## config.mk

```make
export PLATFORM = sky130hd
export DESIGN_NAME = spike_event_buffer
export DESIGN_NICKNAME = d
export VERILOG_FILES = /design/src/rtl/snn_pkg.sv /design/src/rtl/spike_fifo.sv /design/src/rtl/spike_event_buffer.sv
export SDC_FILE = /design/constraint.sdc
export NUM_CORES = 1
export LEC_CHECK = 0
export CAP_MARGIN = 20
export CORE_UTILIZATION = 50
export CTS_CLUSTER_SIZE = 24
export DETAILED_ROUTE_END_ITERATION = 7
export PLACE_DENSITY = 0.82
export SYNTH_ARGS = -nofsm -noshare
export SYNTH_HDL_FRONTEND = slang
export SYNTH_SLANG_ARGS = --single-unit
```

## constraint.sdc

```tcl
create_clock -name clk -period 3 [get_ports clk]
set_input_delay 0.6 -clock clk [delete_from_list [all_inputs] [get_ports clk]]
set_output_delay 0.6 -clock clk [all_outputs]
set_load 0.03 [all_outputs]
```

## src/rtl/snn_pkg.sv

```systemverilog
`default_nettype none
// +------------------------------------------------------------------+
// | snn_pkg                                                          |
// | Shared widths and constants for the SNN spike readout path.      |
// | Rev 1.0 - initial release                                        |
// +------------------------------------------------------------------+
package snn_pkg;

    localparam int SPIKE_W  = 8;
    localparam int TS_W     = 8;
    localparam int ENTRY_W  = TS_W + SPIKE_W;
    localparam logic [7:0] DROP_MAX = 8'hFF;

    // Saturating 8-bit increment used for the drop counter.
    function automatic logic [7:0] sat_inc8(input logic [7:0] value);
        return (value == DROP_MAX) ? value : value + 8'd1;
    endfunction

endpackage
`default_nettype wire

```

## src/rtl/spike_fifo.sv

```systemverilog
`default_nettype none
// +------------------------------------------------------------------+
// | spike_fifo                                                       |
// | Single-clock FIFO with registered read, level count and clear.   |
// | Rev 1.0 - initial release                                        |
// +------------------------------------------------------------------+
module spike_fifo #(
    parameter int WIDTH = 16,
    parameter int DEPTH = 16
) (
    input  logic                     clk,
    input  logic                     rst,
    input  logic                     i_clear,
    input  logic                     i_wr_en,
    input  logic [WIDTH-1:0]         i_wr_data,
    input  logic                     i_rd_en,
    output logic [WIDTH-1:0]         o_rd_data,
    output logic                     o_rd_valid,
    output logic [$clog2(DEPTH):0]   o_level,
    output logic                     o_full,
    output logic                     o_empty,
    output logic                     o_drop
);

    localparam int c_ADDR_W  = $clog2(DEPTH);
    localparam int c_LEVEL_W = c_ADDR_W + 1;

    logic [WIDTH-1:0]     r_mem [DEPTH];
    logic [c_ADDR_W-1:0]  r_wr_ptr;
    logic [c_ADDR_W-1:0]  r_rd_ptr;
    logic [c_LEVEL_W-1:0] r_level;
    logic [WIDTH-1:0]     r_rd_data;
    logic                 r_rd_valid;

    logic w_empty;
    logic w_full;
    logic w_pop;
    logic w_push;

    assign w_empty = (r_level == '0);
    assign w_full  = (r_level == c_LEVEL_W'(DEPTH));
    assign w_pop   = i_rd_en & ~w_empty;
    // A pop in the same cycle frees the slot, so a full FIFO still accepts.
    assign w_push  = i_wr_en & (~w_full | w_pop);
    assign o_drop  = i_wr_en & ~w_push & ~i_clear;

    always_ff @(posedge clk) begin
        if (rst) begin
            r_wr_ptr   <= '0;
            r_rd_ptr   <= '0;
            r_level    <= '0;
            r_rd_data  <= '0;
            r_rd_valid <= 1'b0;
        end else if (i_clear) begin
            r_wr_ptr   <= '0;
            r_rd_ptr   <= '0;
            r_level    <= '0;
            r_rd_valid <= 1'b0;
        end else begin
            r_rd_valid <= w_pop;
            if (w_pop) begin
                r_rd_data <= r_mem[r_rd_ptr];
                r_rd_ptr  <= r_rd_ptr + c_ADDR_W'(1);
            end
            if (w_push) begin
                r_wr_ptr <= r_wr_ptr + c_ADDR_W'(1);
            end
            case ({w_push, w_pop})
                2'b10:   r_level <= r_level + c_LEVEL_W'(1);
                2'b01:   r_level <= r_level - c_LEVEL_W'(1);
                default: r_level <= r_level;
            endcase
        end
    end

    always_ff @(posedge clk) begin
        if (w_push && !i_clear && !rst) begin
            r_mem[r_wr_ptr] <= i_wr_data;
        end
    end

    assign o_rd_data  = r_rd_data;
    assign o_rd_valid = r_rd_valid;
    assign o_level    = r_level;
    assign o_full     = w_full;
    assign o_empty    = w_empty;

endmodule
`default_nettype wire

```

## src/rtl/spike_event_buffer.sv

```systemverilog
`default_nettype none
// +------------------------------------------------------------------+
// | spike_event_buffer                                               |
// | Timestamps layer-2 spike vectors on delay-clock edges and queues |
// | them for the SPI readout path.                                   |
// | Rev 1.0 - initial release                                        |
// +------------------------------------------------------------------+
module spike_event_buffer
    import snn_pkg::*;
#(
    parameter int N_OUT     = SPIKE_W,
    parameter int TS_WIDTH  = TS_W,
    parameter int DEPTH     = 16,
    parameter int SKIP_ZERO = 1
) (
    input  logic                      clk,
    input  logic                      reset,
    input  logic                      enable,
    input  logic                      clear,
    input  logic                      step_clk,
    input  logic [N_OUT-1:0]          spikes_in,
    input  logic                      rd_req,
    output logic [TS_WIDTH+N_OUT-1:0] rd_data,
    output logic                      rd_valid,
    output logic                      empty,
    output logic                      full,
    output logic [$clog2(DEPTH):0]    level,
    output logic                      overflow,
    output logic [7:0]                drop_count
);

    logic                r_step_q;
    logic [TS_WIDTH-1:0] r_ts;
    logic                r_overflow;
    logic [7:0]          r_drop_count;

    logic w_tick;
    logic w_zero;
    logic w_wr;
    logic w_drop;

    assign w_tick = step_clk & ~r_step_q & enable;
    assign w_zero = (spikes_in == '0);
    assign w_wr   = w_tick & ~((SKIP_ZERO != 0) & w_zero);

    // Edge register tracks step_clk even while capture is disabled.
    always_ff @(posedge clk) begin
        if (reset) begin
            r_step_q <= 1'b0;
        end else begin
            r_step_q <= step_clk;
        end
    end

    always_ff @(posedge clk) begin
        if (reset || clear) begin
            r_ts         <= '0;
            r_overflow   <= 1'b0;
            r_drop_count <= '0;
        end else begin
            if (w_tick) begin
                r_ts <= r_ts + TS_WIDTH'(1);
            end
            if (w_drop) begin
                r_overflow   <= 1'b1;
                r_drop_count <= sat_inc8(r_drop_count);
            end
        end
    end

    spike_fifo #(
        .WIDTH (TS_WIDTH + N_OUT),
        .DEPTH (DEPTH)
    ) u_fifo (
        .clk        (clk),
        .rst        (reset),
        .i_clear    (clear),
        .i_wr_en    (w_wr),
        .i_wr_data  ({r_ts, spikes_in}),
        .i_rd_en    (rd_req),
        .o_rd_data  (rd_data),
        .o_rd_valid (rd_valid),
        .o_level    (level),
        .o_full     (full),
        .o_empty    (empty),
        .o_drop     (w_drop)
    );

    assign overflow   = r_overflow;
    assign drop_count = r_drop_count;

endmodule
`default_nettype wire

```

-- After elaboration in Yosys (flattened, before gate mapping)
Memory sizes are Yosys's and may differ from the RTL's. A register that Yosys moved wholly into a read port is not among the register bits.
Cells that the tools add are included.
- add/subtract/negate cells: 6
- equal/unequal tests: 4
- muxes and demuxes: 3
- bitwise operators: 15
- reductions and logical operators: 11
- operators with widths (cell ; number):
    adder 8 x 1 -> 8 bit (second input constant) ; 2
    one-hot mux 5 bit (2 select lines) ; 1
    adder 4 x 1 -> 4 bit (second input constant) ; 2
    equality test 8 bit (second input constant) ; 1
    zero test 8 bit ; 1
    bitwise AND 1 bit ; 7
    NOT 1 bit ; 7
    adder 5 x 1 -> 5 bit (second input constant) ; 1
    equality test 5 bit (second input constant) ; 1
    zero test 5 bit ; 1
    subtractor 5 x 1 -> 5 bit (second input constant) ; 1
    AND reduction 2 bit ; 2
    equality test 2 x 1 -> 1 bit (second input constant) ; 1
    equality test 2 bit (second input constant) ; 1
    logical AND 1 bit ; 2
    zero test 1 bit ; 2
    2-to-1 mux 1 bit ; 2
    nonzero test 2 bit ; 1
    OR reduction 2 bit ; 1
    logical OR 1 bit ; 1
    bitwise OR 1 bit ; 1
- register bits after elaboration: 32
- memory bits (writable): 256
- bits of input ports: 14
- output and inout bits: 33
- word-level logic and storage cells: 48
- memories: 1
- memories (name ; depth ; width ; read ports ; clocked after Yosys merged registers in ; wr ports ; RTL line ; source):
    u_fifo.r_mem ; 16 ; 16 ; 1 ; 1 ; 1 ; spike_fifo.sv:28 ; logic [WIDTH-1:0] r_mem [DEPTH];

-- Longest topological paths before layout
Gate-level depths: netlist (run 1).
- word-level depth: 9
- gate-level depth with buffers: 12
- gate-level depth less buffers: 12

-- Hierarchy
From an unflattened synthesis (run 1), not the netlist that was laid out.
- cells, all modules: 639
- area, all modules: 11976.5 µm²
- modules (own cells, without submodules) (module ; instances ; cells each ; area each (µm²) ; seq. area each (µm²)):
    spike_fifo ; 1 ; 544 ; 11138.2 ; 8287.9
    spike_event_buffer ; 1 ; 95 ; 838.3 ; 360.3

-- Worst setup path before layout (run 1)
OpenSTA, ideal clock, no wires.
- path kind: reg2reg
- start point: register u_fifo.r_level[3], in the netlist u_fifo.o_level[3]
- end point: register u_fifo.r_level[4], in the netlist u_fifo.o_level[4]
- library setup time: 0.071 ns
- arrival: 2.992 ns
- data required time: 2.929 ns
- path slack: -0.063 ns
- stages on the path, launching flop included: 13
- buffers on the path: 0
- clock period less this slack: 3.063 ns
- path through: dfxtp_1 > or4_4 > nor3_1 > nor2_1 > inv_1 > ha_1 > inv_1 > fa_1 > nor2b_1 > o21ai_0 > nor4b_1 > or3_1 > a21oi_1
- longest elaborated chain between the ends: 7
- elaborated cells on any way between the ends: 13
- classes of those cells: add/sub: 2; eq/ne: 3; mux: 1; bitwise: 5; reduce/logical: 2
- ends and longest elaborated chain (what ; RTL line ; source):
    start: declaration ; spike_fifo.sv:31 ; logic [c_LEVEL_W-1:0] r_level;
    start signal: assignment ; spike_fifo.sv:69 ; 2'b10: r_level <= r_level + c_LEVEL_W'(1);
    start signal: assignment ; spike_fifo.sv:70 ; 2'b01: r_level <= r_level - c_LEVEL_W'(1);
    start signal: assignment ; spike_fifo.sv:71 ; default: r_level <= r_level;
    zero test 5 bit ; spike_fifo.sv:40 ; assign w_empty = (r_level == '0);
    NOT 1 bit ; spike_fifo.sv:42 ; assign w_pop = i_rd_en & ~w_empty;
    bitwise AND 1 bit ; spike_fifo.sv:42 ;
    bitwise OR 1 bit ; spike_fifo.sv:44 ; assign w_push = i_wr_en & (~w_full | w_pop);
    bitwise AND 1 bit ; spike_fifo.sv:44 ;
    equality test 2 x 1 -> 1 bit / equality test 2 bit (equally long branches) ; spike_fifo.sv:68 ; case ({w_push, w_pop})
    one-hot mux 5 bit (2 select lines) / nonzero test 2 bit (equally long branches) ; n/a ;
Parallel ways exist; a longest one is shown, timed or not.
A chain may end at the register's enable or synchronous reset.

-- Final worst setup path (run 1)
- start point: input port spikes_in[2]
- end point: register u_fifo.r_level[4], in the netlist u_fifo.o_level[4]
- longest elaborated chain between the ends: 6
- elaborated cells on any way between the ends: 8
- classes of those cells: eq/ne: 2; mux: 1; bitwise: 3; reduce/logical: 2
- ends and longest elaborated chain (what ; RTL line ; source):
    start: declaration ; spike_event_buffer.sv:21 ; input logic [N_OUT-1:0] spikes_in,
    zero test 8 bit * ; spike_event_buffer.sv:43 ; assign w_zero = (spikes_in == '0);
    NOT 1 bit * ; spike_event_buffer.sv:44 ; assign w_wr = w_tick & ~((SKIP_ZERO != 0) & w_zero);
    bitwise AND 1 bit * ; spike_event_buffer.sv:44 ;
    bitwise AND 1 bit * ; spike_fifo.sv:44 ;
    equality test 2 x 1 -> 1 bit / equality test 2 bit (equally long branches) ; spike_fifo.sv:68 ;
    one-hot mux 5 bit (2 select lines) / nonzero test 2 bit (equally long branches) ; n/a ;
Every way passes the cells marked *; elsewhere a longest branch is shown, timed or not.

==> flow_metrics.py, run 1 <==
metrics = {
    "finish": {
        "post_route_cells_drive_above_1_share_pct": 24.7,
        "layout.cells.most_common_list": "sky130_fd_sc_hd__edfxtp_1, sky130_fd_sc_hd__mux4_2, sky130_fd_sc_hd__nor2_1",
        "layout.nets": 763,
        "layoutNonFillerInstCount": 1074,
        "final_util_pct": 62.3,
        "inserted_diodes": 0,
        "area_growth_syn_to_layout_pct": 20.5,
        "layout.cells.most_common": "sky130_fd_sc_hd__edfxtp_1",
    },
    "detailed_routing": {
        "post-route-drc-count": 0,
        "wl_per_cell_um": 24.1,
        "num_vias": 6371,
        "detail_route.vias_per_cell": 5.93,
        "first_pass_iters": 5,
        "wl_um": 25900,
        "antenna_left": 0,
        "drtIter0Drc": 667,
    },
    "power": {
        "power_leakage_uw": 0.00463,
        "power_density_mw_per_mm2": 611,
        "p_total_uw": 8720,
        "vdd_ir_drop_max_v": 0.000363,
    },
    "clock_tree": {
        "h_tree_levels": 1,
        "clock_sinks": 304,
        "clk-insertion-delay-late_ns": 0.54,
        "cts-buffers-inserted": 30,
        "tritoncts": "done",
        "clock_transition_at_the_registers_of_the_reported_paths_ns": 0.06,
        "root_buffer": "sky130_fd_sc_hd__clkbuf_16",
        "clockBufferDepth": 3,
    },
    "sta": {
        "timing.final.crit_share_pct": 97.2,
        "timing_worst_slew_pin_value_ns": 1.13,
        "setup_slack_ns": 0.0849,
        "setup_viol": 0,
        "final_period_minus_worst_setup_slack_ns": 2.92,
        "final.setup_skew_ns": 0.0117,
        "fmax_mhz": 343,
        "timing.final.hold_violations": 0,
        "max_slew_margin_pct": 24.7,
        "drv_slew": 0,
    },
    "yosys": {
        "synthTopCellsByArea": "sky130_fd_sc_hd__edfxtp_1, sky130_fd_sc_hd__mux4_2, sky130_fd_sc_hd__dfxtp_1",
        "yosysTopAreaCell": "sky130_fd_sc_hd__edfxtp_1",
        "post-synth-top-area-fraction_pct": 64.9,
        "main_flop_type_after_synthesis": "sky130_fd_sc_hd__edfxtp_1",
        "synth.ff_latch_count": 304,
        "post_synth_instance_area_sq_mm": 0.0118,
        "seq_area_frac_synth_pct": 73.0,
        "synth.distinct_cells": 45,
        "synth_edf_count": 256,
        "synthArstFlopShare_pct": 0,
        "avgSynthCellArea_sq_um": 18.6,
        "synthesized_netlist_cell_count": 638,
        "yosysWarningCount": 0,
        "synth_net_count": 664,
    },
    "grt": {
        "track_usage_pct": 21.8,
        "grt_pass1_vias": 6628,
        "globalRouteOverflowTotal": 0,
        "grt_start_max_net_pins": 43,
        "grt_first_pass_wirelength_um": 38900,
        "number_of_antenna_violations_at_the_first_check_in_global_routing": 0,
    },
    "placed_design": {
        "place_hpwl_um": 14200,
        "numPortBuffers": 46,
        "dp_cells": 1016,
        "finalWeightedCongestion": 0.797,
        "dpl_worst_slack_ns": -0.516,
    },
    "worst_setup_path": {
        "worstPathRequired_ns": 3.46,
        "arrival_time_of_data_at_the_critical_path_endpoint_ns": 3.38,
        "critPathMaxFanout": 3,
        "cp-end-kind": "register",
        "timing_worst_setup_path_type": "in2reg",
        "critPathLaunchType": "input pin",
    },
    "floorplanning": {
        "floorplan.initialDensity_pct": 51.7,
        "chipHeight_um": 156,
        "io_pins": 47,
        "fp.coreArea_sq_mm": 0.0229,
        "die_width_um": 156,
        "core.rowCount": 55,
        "die_area_sq_mm": 0.0243,
    },
    "run_status": {
        "outcome": "complete, no violations",
    },
    "min_path": {
        "hold_class": "reg2reg",
    },
    "run": {
        "max_cap_viol_count": 0,
    },
}
## final cells by class
class,count,area (sq um)
clock inverter,15,238
sequential,304,8660
tap,313,392
fill,1563,8640
clock buffer,41,833
multi-input combinational,291,3050
inverter,13,48.8
timing repair buffer,97,1060
## per-layer routing
layer	share of wire, %	global-route usage (%)	up-vias
met4	3.0	7.52	0
met5	0	0	-
met2	50	37.5	301
li1	-	-	2742
met3	7.4	2.67	54
met1	39	28.9	3274
## sequential cells by signal, summed over array words and instances (netlist names)
register and flops:
u_fifo.r_mem 256, u_fifo.o_rd_data 16, drop_count 8, r_ts 8
u_fifo.o_level 5, u_fifo.r_rd_ptr 4, u_fifo.r_wr_ptr 4, overflow 1
r_step_q 1, u_fifo.o_rd_valid 1
## worst max-delay path, cell delays in order
cell and delay [ns]:
sky130_fd_sc_hd__clkdlybuf4s50_1 0.46, sky130_fd_sc_hd__nor4_2 0.31, sky130_fd_sc_hd__buf_4 0.19, sky130_fd_sc_hd__a21o_1 0.14, sky130_fd_sc_hd__nor2_1 0.06, sky130_fd_sc_hd__inv_1 0.06
sky130_fd_sc_hd__ha_2 0.20, sky130_fd_sc_hd__buf_4 0.12, sky130_fd_sc_hd__ha_1 0.23, sky130_fd_sc_hd__nor2b_2 0.18, sky130_fd_sc_hd__o21ai_2 0.20, sky130_fd_sc_hd__a211oi_2 0.10
sky130_fd_sc_hd__or3_1 0.38, sky130_fd_sc_hd__a21oi_1 0.14
## where the power goes
part	switching [uW]	internal [uW]	total [uW]
logic	99.5	68.4	168
clock network	1530	2460	4000
registers	8.55	4550	4560
## cells in the mapped netlist, types with 9 or more instances
cell type / instances
sky130_fd_sc_hd__edfxtp_1: 256
sky130_fd_sc_hd__mux4_2: 64
sky130_fd_sc_hd__dfxtp_1: 48
sky130_fd_sc_hd__nor2_1: 47
sky130_fd_sc_hd__mux2i_1: 31
sky130_fd_sc_hd__a21o_1: 16
sky130_fd_sc_hd__o22ai_1: 15
sky130_fd_sc_hd__nand2_1: 13
sky130_fd_sc_hd__nand3_1: 13
sky130_fd_sc_hd__inv_1: 12
sky130_fd_sc_hd__nor3_1: 12
sky130_fd_sc_hd__ha_1: 11
sky130_fd_sc_hd__xnor2_1: 11
sky130_fd_sc_hd__clkbuf_1: 10
sky130_fd_sc_hd__xor2_1: 10
sky130_fd_sc_hd__a21oi_1: 9
sky130_fd_sc_hd__buf_2: 9
## final timing paths
| kind | start | cells past startpoint | slack (ns) | endpoint |
|---|---|---|---|---|
| hold / removal | u_fifo.o_rd_data[9] | 1 | 0.46 | u_fifo.o_rd_data[9] |
| hold reg to reg | u_fifo.o_rd_data[9] | 1 | 0.46 | u_fifo.o_rd_data[9] |
| setup / recovery | spikes_in[2] | 14 | 0.08 | u_fifo.o_level[4] |
| setup reg to reg | u_fifo.o_level[2] | 11 | 0.09 | u_fifo.o_level[4] |
## per-stage QoR
| stage | cell area [sq um] | hold slack (ns) | setup TNS [ns] |
|---|---|---|---|
| CTS | 14200 | 0.459 | 0 |
| global route | 14300 | 0.477 | -0.0498 |
| finish | 14300 | 0.455 | 0 |
| floorplan | 11900 | 0.499 | 0 |
| global placement | 13100 | 0.433 | -0.462 |
| detailed placement | 13100 | 0.444 | -0.845 |
## what timing repair did
action / in CTS / in global routing
setup buffers: 0 / 2
hold buffers: 0 / 0
hold endpoints to repair: 0 / 0
endpoints found under the setup margin: 0 / 1
gates resized for setup: 0 / 13
## cell families after synthesis
family,share of synthesized area (%)
multiplexers,14.8
buffers and inverters,1.82
AO/OA/AOI/OAI,2.91
adder cells (fa/ha/maj),1.33
flip-flops,73.0
AND/OR/NAND/NOR,4.61
XOR/XNOR,1.55
No activity file was read; power rests on OpenSTA's default activity.
==> run 2, diff against run 1 <==
--- a/config.mk
+++ b/config.mk
@@ -5,7 +5,7 @@
 export SDC_FILE = /design/constraint.sdc
 export NUM_CORES = 1
 export LEC_CHECK = 0
-export CAP_MARGIN = 20
+export CORE_ASPECT_RATIO = 0.6
 export CORE_UTILIZATION = 50
 export CTS_CLUSTER_SIZE = 24
 export DETAILED_ROUTE_END_ITERATION = 7
==> run 2 against run 1 <==
Register-to-register slack hardly changed. Clock skew is 0.0012 ns lower. Clock-buffer cell count is 4 lower. Critical path depth stayed put. Worst hold slack worse by 0.0034 ns. Fmax is 1.0% lower. Total power is 9.7% lower. Critical endpoint unchanged. Highest routed layer unchanged.
==> flow_metrics.py, run 2 (synthesized netlist as in run 1, its figures left out) <==
metrics = {
    "grt": {
        "track_usage_pct": 22.9,
        "number_of_antenna_violations_at_the_first_check_in_global_routing": 0,
        "grt_first_pass_wirelength_um": 40500,
        "grt_start_max_net_pins": 49,
        "globalRouteOverflowTotal": 0,
        "grt_pass1_vias": 6650,
    },
    "worst_setup_path": {
        "critPathLaunchType": "input pin",
        "worstPathRequired_ns": 3.46,
        "timing_worst_setup_path_type": "in2reg",
        "cp-end-kind": "register",
        "arrival_time_of_data_at_the_critical_path_endpoint_ns": 3.41,
        "critPathMaxFanout": 3,
    },
    "sta": {
        "timing.final.hold_violations": 0,
        "holdWs_ns": 0.452,
        "timing.final.crit_share_pct": 98.2,
        "setup_viol": 0,
        "final.setup_skew_ns": 0.0105,
        "setup_tns_ns": 0,
        "final_period_minus_worst_setup_slack_ns": 2.95,
        "fmax_mhz": 339,
        "timing_worst_slew_pin_value_ns": 1.24,
        "max_slew_margin_pct": 17.0,
        "drv_slew": 0,
    },
    "floorplanning": {
        "floorplan.initialDensity_pct": 51.1,
        "core.rowCount": 43,
        "io_pins": 47,
        "chipHeight_um": 121,
        "die_width_um": 201,
        "fp.coreArea_sq_mm": 0.0232,
        "die_area_sq_mm": 0.0243,
    },
    "clock_tree": {
        "root_buffer": "sky130_fd_sc_hd__clkbuf_16",
        "tritoncts": "done",
        "clockBufferDepth": 3,
        "postCtsSetupBuffers": 0,
        "cts-buffers-inserted": 26,
        "clock_sinks": 304,
        "clock_transition_at_the_registers_of_the_reported_paths_ns": 0.07,
        "h_tree_levels": 1,
        "clk-insertion-delay-late_ns": 0.54,
    },
    "finish": {
        "layout.cells.most_common_list": "sky130_fd_sc_hd__edfxtp_1, sky130_fd_sc_hd__mux4_2, sky130_fd_sc_hd__nor2_1",
        "layout.cells.most_common": "sky130_fd_sc_hd__edfxtp_1",
        "largest_reg_flops": 256,
        "cell_area_after_layout_sq_mm": 0.0140,
        "inserted_diodes": 0,
        "top_register": "u_fifo.r_mem",
        "post_route_cells_drive_above_1_share_pct": 23.9,
        "fill_cells": 1596,
        "area_growth_syn_to_layout_pct": 18.5,
        "layoutNonFillerInstCount": 1077,
        "footprint_of_the_multi_input_gates_sq_mm": 0.00306,
        "layout.nets": 769,
        "seqCellArea_sq_mm": 0.00865,
    },
    "detailed_routing": {
        "wl_per_cell_um": 25.1,
        "detail_route.vias_per_cell": 5.91,
        "post-route-drc-count": 0,
        "antenna_left": 0,
        "num_vias": 6367,
        "drtIter0Drc": 629,
        "first_pass_iters": 5,
        "wl_um": 27100,
    },
    "power": {
        "power_density_mw_per_mm2": 561,
        "power_leakage_uw": 0.00455,
        "vdd_ir_drop_max_v": 0.000465,
    },
    "placed_design": {
        "numPortBuffers": 46,
        "dp_cells": 1030,
        "finalWeightedCongestion": 0.821,
        "place_hpwl_um": 15900,
        "post_dp_cell_area_sq_mm": 0.0132,
    },
    "min_path": {
        "hold_class": "reg2reg",
    },
    "run": {
        "max_cap_viol_count": 0,
    },
    "run_status": {
        "outcome": "complete, no violations",
    },
}
==> run 2: area by class of cell <==
type | count | area share, %
Inverter | 13 | 0.348
Sequential cell | 304 | 61.6
Tap cell | 315 | 2.81
Timing Repair Buffer | 107 | 7.91
Clock inverter | 10 | 0.374
Clock buffer | 37 | 5.15
Multi-Input combinational cell | 291 | 21.8
==> run 2: through the flow <==
stage,setup WS [ns],total power (uW),util (%)
after floorplan,0.0235,4720,-
after global placement,-0.414,4810,57.0
after detailed placement,-0.589,4820,57.0
after CTS,0.00333,7920,60.4
after global routing,-0.0568,8100,60.6
final,0.0540,7880,60.6
==> run 2: repair_timing <==
item / CTS / global route
gates resized for setup: 2 / 10
hold buffers: 0 / 0
endpoints found under the hold margin: 0 / 0
pin swaps: 0 / 1
endpoints found under the setup margin: 1 / 1
==> run 2: critical path: stages <==
cell and delay, ns:
sky130_fd_sc_hd__clkdlybuf4s50_1 0.48, sky130_fd_sc_hd__nor4_4 0.35, sky130_fd_sc_hd__buf_4 0.20, sky130_fd_sc_hd__a21o_1 0.13, sky130_fd_sc_hd__nor2_1 0.06, sky130_fd_sc_hd__inv_1 0.06, sky130_fd_sc_hd__ha_1 0.19, sky130_fd_sc_hd__inv_1 0.09
sky130_fd_sc_hd__fa_2 0.38, sky130_fd_sc_hd__nor2b_2 0.17, sky130_fd_sc_hd__o21ai_2 0.08, sky130_fd_sc_hd__nor4b_2 0.16, sky130_fd_sc_hd__or3_1 0.30, sky130_fd_sc_hd__a21oi_1 0.16
==> run 2: metal layers <==
layer	track usage, %	wire [um]	vias up
met2	38.9	13400	313
met5	0	0	-
met1	30.9	10900	3287
met3	5.08	2410	29
met4	4.39	395	0
li1	-	-	2738
==> run 2: worst paths after layout <==
| check | endpoint | slack (ns) | cells after the start | startpoint |
|---|---|---|---|---|
| max | u_fifo.o_level[4] | 0.05 | 14 | spikes_in[4] |
| min | u_fifo.o_rd_data[3] | 0.45 | 1 | u_fifo.o_rd_data[3] |
| max reg2reg | u_fifo.o_level[4] | 0.10 | 12 | u_fifo.o_level[3] |
| min reg2reg | u_fifo.o_rd_data[3] | 0.45 | 1 | u_fifo.o_rd_data[3] |
==> run 2: report_power, final <==
group          leakage [uW]  switching [uW]  internal [uW]
Sequential          0.00272            10.1           4550
Combinational       0.00145             103           67.9
Clock              0.000379            1460           1680
==> run 3, diff against run 2 <==
--- a/config.mk
+++ b/config.mk
@@ -7,6 +7,7 @@
 export LEC_CHECK = 0
 export CORE_ASPECT_RATIO = 0.6
 export CORE_UTILIZATION = 50
+export CTS_BUF_LIST = sky130_fd_sc_hd__clkbuf_8
 export CTS_CLUSTER_SIZE = 24
 export DETAILED_ROUTE_END_ITERATION = 7
 export PLACE_DENSITY = 0.82
==> run 3 against run 2 <==
Worst setup slack better by 0.013 ns. Sequential share of layout area is 0.17 points lower. Largest cell class unchanged. Sequential cell count stayed put. Clock power is 3% lower. Critical path depth stayed put. Register-to-register slack worse by 0.02 ns. Clock-buffer cell count is 8 higher. Critical path type unchanged. Critical endpoint unchanged.
==> flow_metrics.py, run 3 (synthesized netlist as in run 1, its figures left out) <==
metrics = {
    "run_status": {
        "outcome": "complete, no violations",
    },
    "finish": {
        "inserted_diodes": 0,
        "layout.cells.most_common": "sky130_fd_sc_hd__edfxtp_1",
        "largest_reg_flops": 256,
        "layout.cells.most_common_list": "sky130_fd_sc_hd__edfxtp_1, sky130_fd_sc_hd__mux4_2, sky130_fd_sc_hd__buf_4",
        "area_growth_syn_to_layout_pct": 18.9,
        "layoutNonFillerInstCount": 1109,
        "layout.nets": 788,
        "post_route_cells_drive_above_1_share_pct": 25.7,
        "final_util_pct": 60.7,
        "fill_cells": 1580,
        "top_register": "u_fifo.r_mem",
    },
    "worst_setup_path": {
        "worstPathRequired_ns": 3.47,
        "arrival_time_of_data_at_the_critical_path_endpoint_ns": 3.40,
        "timing_worst_setup_path_type": "in2reg",
        "critPathMaxFanout": 3,
        "cp-end-kind": "register",
        "critPathLaunchType": "input pin",
    },
    "grt": {
        "grt_start_max_net_pins": 49,
        "number_of_antenna_violations_at_the_first_check_in_global_routing": 0,
        "grt_pass1_vias": 6798,
        "globalRouteOverflowTotal": 0,
        "track_usage_pct": 22.4,
        "grt_first_pass_wirelength_um": 39900,
    },
    "clock_tree": {
        "clk-insertion-delay-late_ns": 0.55,
        "h_tree_levels": 2,
        "clock_transition_at_the_registers_of_the_reported_paths_ns": 0.07,
        "hold_buffers": 0,
        "root_buffer": "sky130_fd_sc_hd__clkbuf_8",
        "clockBufferDepth": 3,
        "clock_sinks": 304,
        "cts-buffers-inserted": 43,
        "tritoncts": "done",
    },
    "detailed_routing": {
        "detail_route.vias_per_cell": 5.85,
        "wl_um": 26600,
        "antenna_left": 0,
        "post-route-drc-count": 0,
        "drtIter0Drc": 747,
        "num_vias": 6489,
        "first_pass_iters": 5,
        "wl_per_cell_um": 24.0,
    },
    "floorplanning": {
        "core.rowCount": 43,
        "fp.coreArea_sq_mm": 0.0232,
        "io_pins": 47,
        "die_area_sq_mm": 0.0243,
        "die_width_um": 201,
        "chipHeight_um": 121,
        "floorplan.initialDensity_pct": 51.1,
    },
    "min_path": {
        "hold_class": "reg2reg",
    },
    "sta": {
        "timing.final.hold_violations": 0,
        "setup_viol": 0,
        "final.setup_skew_ns": 0.0302,
        "max_slew_margin_pct": 17.1,
        "timing.final.crit_share_pct": 97.8,
        "drv_slew": 0,
        "timing_worst_slew_pin_value_ns": 1.24,
        "fmax_mhz": 341,
        "final_period_minus_worst_setup_slack_ns": 2.93,
        "setup_tns_ns": 0,
    },
    "placed_design": {
        "numPortBuffers": 46,
        "place_hpwl_um": 15900,
        "dp_cells": 1030,
        "finalWeightedCongestion": 0.821,
    },
    "power": {
        "power_leakage_uw": 0.00465,
        "vdd_ir_drop_max_v": 0.000354,
        "power_density_mw_per_mm2": 554,
        "p_total_uw": 7800,
    },
    "run": {
        "max_cap_viol_count": 0,
    },
}
## run 3: final timing paths
kind | startpoint | end | slack, ns | depth (start not counted)
max | spikes_in[4] | u_fifo.o_level[4] | 0.07 | 14
min | u_fifo.o_rd_data[3] | u_fifo.o_rd_data[3] | 0.45 | 1
max reg2reg | u_fifo.o_level[3] | u_fifo.o_level[4] | 0.08 | 12
min reg2reg | u_fifo.o_rd_data[3] | u_fifo.o_rd_data[3] | 0.45 | 1
## run 3: layout make-up
cell class,count,area (sq um),area share (%)
Tap cell,315,394,2.80
Clock inverter,32,179,1.27
Inverter,13,48.8,0.346
Multi-Input combinational cell,291,3060,21.7
Timing Repair Buffer,109,1130,8.00
Clock buffer,45,619,4.40
Sequential cell,304,8660,61.5
## run 3: repair_timing
action	4_1_cts	5_1_grt
resized for setup	3	12
pin swaps	0	3
setup endpoints to repair	1	1
setup buffers	0	2
gates cloned	0	0
## run 3: worst max-delay path: stages
cell and delay (ns):
sky130_fd_sc_hd__clkdlybuf4s50_1 0.48, sky130_fd_sc_hd__nor4_4 0.33, sky130_fd_sc_hd__buf_4 0.19, sky130_fd_sc_hd__a21o_1 0.13, sky130_fd_sc_hd__nor2_1 0.06, sky130_fd_sc_hd__inv_1 0.07
sky130_fd_sc_hd__ha_2 0.19, sky130_fd_sc_hd__inv_1 0.08, sky130_fd_sc_hd__fa_2 0.37, sky130_fd_sc_hd__nor2b_2 0.19, sky130_fd_sc_hd__o21ai_2 0.08, sky130_fd_sc_hd__nor4b_2 0.17
sky130_fd_sc_hd__or3_1 0.30, sky130_fd_sc_hd__a21oi_1 0.16
## run 3: stage by stage
| step | area [sq um] | worst slack, ns | hold WS, ns |
|---|---|---|---|
| after global routing | 14100 | -0.0416 | 0.474 |
| after detailed placement | 13200 | -0.589 | 0.439 |
| after CTS | 14000 | 0.0112 | 0.453 |
| final | 14100 | 0.0674 | 0.450 |
| after floorplan | 11900 | 0.0235 | 0.499 |
| after global placement | 13200 | -0.414 | 0.435 |
## run 3: layer usage
layer  GRT usage [%]  wire length, um
met1            30.9            11000
met4            6.63              486
met2            36.5            12800
met5               0                0
met3            4.81             2270
## run 3: where the power goes
group,switching (uW),internal [uW]
Sequential,10.0,4550
Combinational,103,68.4
Clock,1510,1560
